## src/rtl/bus_drv_endpoint.sv

```systemverilog
// Bus driver endpoint: host-side TX FIFO toward the bus and bus-side RX FIFO
// toward the host, both first-word-fall-through. RX packets can be filtered
// by destination ID. Sticky overflow flags and a saturating drop counter are
// cleared together by clr.
module bus_drv_endpoint #(
   parameter int unsigned pckg_sz   = 64,
   parameter int unsigned depth     = 16,
   parameter logic [7:0]  id        = 8'h00,
   parameter logic [7:0]  broadcast = 8'hFF,
   parameter int unsigned filter    = 0
) (
   input  logic                         clk,
   input  logic                         reset,
   input  logic                         wr_en,
   input  logic [pckg_sz-1:0]           wr_data,
   output logic                         tx_full,
   output logic [$clog2(depth+1)-1:0]   tx_cnt,
   output logic                         pndng,
   output logic [pckg_sz-1:0]           D_pop,
   input  logic                         pop,
   input  logic                         push,
   input  logic [pckg_sz-1:0]           D_push,
   input  logic                         rd_en,
   output logic [pckg_sz-1:0]           rd_data,
   output logic                         rx_valid,
   output logic [$clog2(depth+1)-1:0]   rx_cnt,
   output logic                         tx_ovf,
   output logic                         rx_ovf,
   output logic [15:0]                  drop_cnt,
   input  logic                         clr
);

   localparam int unsigned CW = $clog2(depth + 1);
   localparam int unsigned PW = $clog2(depth);

   logic [pckg_sz-1:0] tx_mem [depth];
   logic [pckg_sz-1:0] rx_mem [depth];
   logic [PW-1:0]      tx_wp, tx_rp, rx_wp, rx_rp;
   logic               rx_full;
   logic               tx_wr_ok, tx_rd_ok, rx_wr_ok, rx_rd_ok;
   logic               rx_accept;
   logic [7:0]         rx_dst;

   assign pndng    = (tx_cnt != '0);
   assign tx_full  = (tx_cnt == CW'(depth));
   assign rx_valid = (rx_cnt != '0);
   assign rx_full  = (rx_cnt == CW'(depth));

   assign D_pop    = pndng    ? tx_mem[tx_rp] : '0;
   assign rd_data  = rx_valid ? rx_mem[rx_rp] : '0;

   assign rx_dst    = D_push[pckg_sz-1 -: 8];
   assign rx_accept = (filter == 0) || (rx_dst == id) || (rx_dst == broadcast);

   // A read on a full FIFO frees the slot the same-cycle write lands in.
   assign tx_rd_ok = pop && pndng;
   assign tx_wr_ok = wr_en && (!tx_full || tx_rd_ok);
   assign rx_rd_ok = rd_en && rx_valid;
   assign rx_wr_ok = push && rx_accept && (!rx_full || rx_rd_ok);

   // TX storage write; contents are only visible through the occupancy gate
   always_ff @(posedge clk) begin
      if (tx_wr_ok) tx_mem[tx_wp] <= wr_data;
   end

   // RX storage write; contents are only visible through the occupancy gate
   always_ff @(posedge clk) begin
      if (rx_wr_ok) rx_mem[rx_wp] <= D_push;
   end

   // TX pointers and occupancy
   always_ff @(posedge clk or negedge reset) begin
      if (!reset) begin
         tx_wp  <= '0;
         tx_rp  <= '0;
         tx_cnt <= '0;
      end else begin
         if (tx_wr_ok) tx_wp <= tx_wp + PW'(1);
         if (tx_rd_ok) tx_rp <= tx_rp + PW'(1);
         if (tx_wr_ok && !tx_rd_ok)      tx_cnt <= tx_cnt + CW'(1);
         else if (!tx_wr_ok && tx_rd_ok) tx_cnt <= tx_cnt - CW'(1);
      end
   end

   // RX pointers and occupancy
   always_ff @(posedge clk or negedge reset) begin
      if (!reset) begin
         rx_wp  <= '0;
         rx_rp  <= '0;
         rx_cnt <= '0;
      end else begin
         if (rx_wr_ok) rx_wp <= rx_wp + PW'(1);
         if (rx_rd_ok) rx_rp <= rx_rp + PW'(1);
         if (rx_wr_ok && !rx_rd_ok)      rx_cnt <= rx_cnt + CW'(1);
         else if (!rx_wr_ok && rx_rd_ok) rx_cnt <= rx_cnt - CW'(1);
      end
   end

   // Sticky status: clr wins over any same-cycle set or increment
   always_ff @(posedge clk or negedge reset) begin
      if (!reset) begin
         tx_ovf   <= 1'b0;
         rx_ovf   <= 1'b0;
         drop_cnt <= '0;
      end else if (clr) begin
         tx_ovf   <= 1'b0;
         rx_ovf   <= 1'b0;
         drop_cnt <= '0;
      end else begin
         if (wr_en && tx_full && !pop)               tx_ovf <= 1'b1;
         if (push && rx_accept && rx_full && !rd_en) rx_ovf <= 1'b1;
         if (push && !rx_accept && (drop_cnt != 16'hFFFF))
            drop_cnt <= drop_cnt + 16'd1;
      end
   end

endmodule

```

## config.mk

```make
export PLATFORM = sky130hd
export DESIGN_NAME = bus_drv_endpoint
export DESIGN_NICKNAME = d
export VERILOG_FILES = /design/src/rtl/bus_drv_endpoint.sv
export SDC_FILE = /design/constraint.sdc
export NUM_CORES = 2
export LEC_CHECK = 0
export ABC_AREA = 1
export BUFFER_PORTS_ARGS = -buffer_cell sky130_fd_sc_hd__buf_2
export CAP_MARGIN = 20
export CORE_ASPECT_RATIO = 0.8
export CORE_MARGIN = 3
export CORE_UTILIZATION = 50
export CTS_CLUSTER_DIAMETER = 30
export DETAILED_ROUTE_END_ITERATION = 10
export PLACE_DENSITY = 0.69
export SKIP_LAST_GASP = 1
export SYNTH_ARGS = -nofsm -noshare
export SYNTH_HDL_FRONTEND = slang
export SYNTH_SLANG_ARGS = --single-unit
```

## constraint.sdc

```tcl
create_clock -name clk -period 5.7 [get_ports clk]
set_clock_uncertainty 0.15 [all_clocks]
set_input_delay 0.57 -clock clk [delete_from_list [all_inputs] [get_ports clk]]
set_output_delay 0.57 -clock clk [all_outputs]
set_load 0.01 [all_outputs]
```

==> results.tsv <==
metric	value	unit
status	complete, no violations	
cts_made_buffers	389	
placed_area	0.0916	mm^2
internal_power	38.4	mW
drive_gt1_frac	0.116	
synth_top_area_cell	edfxtp_1	
port_buffers	277	
die_w	476	um
pwr_density_cell	559	mW/mm^2
crit_required	4.98	ns
cts_sinks	2076	
nets	8852	
slew_headroom	0.250	
worst_pin_slew	1.12	ns
ys_top_cells_by_count	3121 x nand2_1, 2048 x edfxtp_1, 1297 x nand3_1	
p_sw	20.9	mW
hp-class	in -> async	
critical_path_arrival	3.95	ns
end_kind	output pin	
dp_hpwl	108	mm
rows	137	
regArea	0.0622	mm^2
p_leak	44.1	nW
fp.dieH	382	um
ctsResizeCount	0	
grt_pass1_wl	354	mm
design_area	0.106	mm^2
p_comb_frac	0.292	
vias	61500	
drv_slew	0	
place.gp.congestion	0.784	
grt_max_degree	232	
synth_edf_count	2048	
place_ws	2.04	ns
finalSetupViolCount	0	
hold_slack	0.158	ns
rsz0062_at_grt	no	
clk_path_buf_depth	4	
synth_warnings	0	
async_flop_share	0.0135	
pwr-share-seq	0.323	
clkPwrFrac	0.385	
area_delta_synth_final	20.2	%
ir_worst_vdd	503	uV
dieArea	0.182	mm^2
yosysUniqueCellTypes	26	
path_max_fanout	169	
period_minus_slack	4.67	ns
postSynthCellCount	8240	
overflow	0	
maxCapViolations	0	
worstSetupPathType	reg -> out	
swShare	0.352	
critPathLaunchType	register	
clk_pin_slew	0.05	ns
multiInputGateArea	0.0198	mm^2
setup_slack	1.03	ns
yosys_most_used_dff	edfxtp_1	
totalWireLength	234	mm
wl_per_cell	20.7	um
core_area	0.175	mm^2
antenna_found_initial	21	
htreeDepth	5	
hold_viol	0	
postCtsSetupBuffers	0	
initial_core_util	0.505	
netlist.area_leader.share	0.697	
syn_avg_cell_area	10.7	um^2
drc	0	
io_pins	294	
cts_tree	yes	
clock.fmax	0.214	GHz
synthTopCellsByArea	edfxtp_1 70%, nand2_1 13%, nand3_1 7.4%	
syn_area	0.0882	mm^2
clock_latency	0.91	ns
drt_iter0_drc	7234	
grt_pass1_vias	60400	
fin_crit_sh	0.820	
synth_seq_cells	2076	
grt_usage	0.254	
synth_most_common_cell	nand2_1	
firstDrtPassIters	8	
final_util	0.607	
final_antenna_net_count	0	
cts-root-buf	clkbuf_16	
seq_area_frac_synth	0.705	
vias_per_cell	5.44	
nFillCells	13000	
==> registers in the layout (all words and copies together), names as in the netlist <==
name,count
rx_mem,1024
tx_mem,1024
rx_cnt,5
tx_cnt,5
rx_rp,4
rx_wp,4
tx_rp,4
tx_wp,4
rx_ovf,1
tx_ovf,1
==> cells by family after synthesis <==
logic type | Yosys count | share of synthesized area
and+or+nand+nor | 4465 | 0.209
DFF | 2076 | 0.705
buffers and inverters | 1517 | 0.0736
AOI/OAI and AO/OA | 144 | 0.00822
adders and majority gates | 20 | 0.00301
xor gates and xnor gates | 17 | 0.00169
other | 1 | 0.0000425
==> worst paths after layout <==
check | start | endpoint | slack (ns) | depth (start not counted)
worst min-delay path | reset | rx_rp[2] | 0.16 | 2
worst max-delay path | tx_rp[0] | D_pop[43] | 1.03 | 8
min in group clk | push | rx_wp[0] | 0.18 | 3
max in group asynchronous | reset | tx_rp[1] | 4.53 | 2
worst max register to register | rx_cnt[1] | rx_cnt[4] | 2.25 | 15
worst min register to register | tx_ovf | tx_ovf | 0.36 | 2
==> per-stage QoR <==
| stage | setup TNS, ns | power [mW] | std cells |
|---|---|---|---|
| floorplan | -306.46 | 30.7 | 8255 |
| CTS | 0 | 59.4 | 11300 |
| global route | 0 | 62.0 | 11300 |
| finish | 0 | 59.3 | 11300 |
| detailed placement | 0 | 36.3 | 10500 |
| global placement | 0 | 36.1 | 10500 |
==> power groups by stage <==
stage                     Combinational, mW  Sequential (mW)  Clock (mW)
after global routing                   18.9             19.2        23.9
after CTS                              17.2             19.1        23.1
after floorplan                        11.6             19.0           0
after global placement                 16.7             19.3           0
final                                  17.3             19.1        22.9
after detailed placement               17.0             19.4           0
==> cells in the final DEF, fill, tap and decap left out, drive strengths merged <==
master / instances
a21oi: 132
a31oi: 2
buf: 372
bufinv: 58
clkbuf: 414
clkinv: 128
clkinvlp: 49
conb: 16
dfrtp: 28
diode: 15
dlygate4sd3: 134
edfxtp: 2048
fa: 2
ha: 18
inv: 1103
nand2: 3122
nand3: 1297
nor2: 28
nor3: 16
o21ai: 8
o22ai: 2
or2: 2
xnor2: 3
xor2: 14
==> cell type report <==
type	instances	share of cell area
multi-input cells	4662	0.187
diodes	15	0.000354
repair buffers	506	0.0372
inverters	1062	0.0382
clock buffers	414	0.0933
flip-flops and latches	2076	0.587
clock inverters	276	0.0303
well taps	2293	0.0271
==> metal layers <==
metal	share of wire	vias up	track usage
li1	-	28100	-
met1	0.41	29700	0.355
met2	0.47	3076	0.399
met3	0.092	549	0.0487
met4	0.031	8	0.0928
met5	0.00021	-	0
==> critical path, stage by stage, from the launching register on <==
cell	delay (ns)
dfrtp_4	0.94
buf_12	0.56
nand2_1	0.11
nand2_1	0.11
nand2_1	0.05
nand3_1	0.10
nand3_1	0.07
a21oi_1	0.63
buf_2	0.27
==> timing repair <==
| action | in CTS | in global routing |
|---|---|---|
| hold endpoints to repair | 2085 | 0 |
| endpoints found under the setup margin | 0 | 0 |
| hold buffers | 134 | 0 |
No activity file was read; power rests on OpenSTA's default activity.
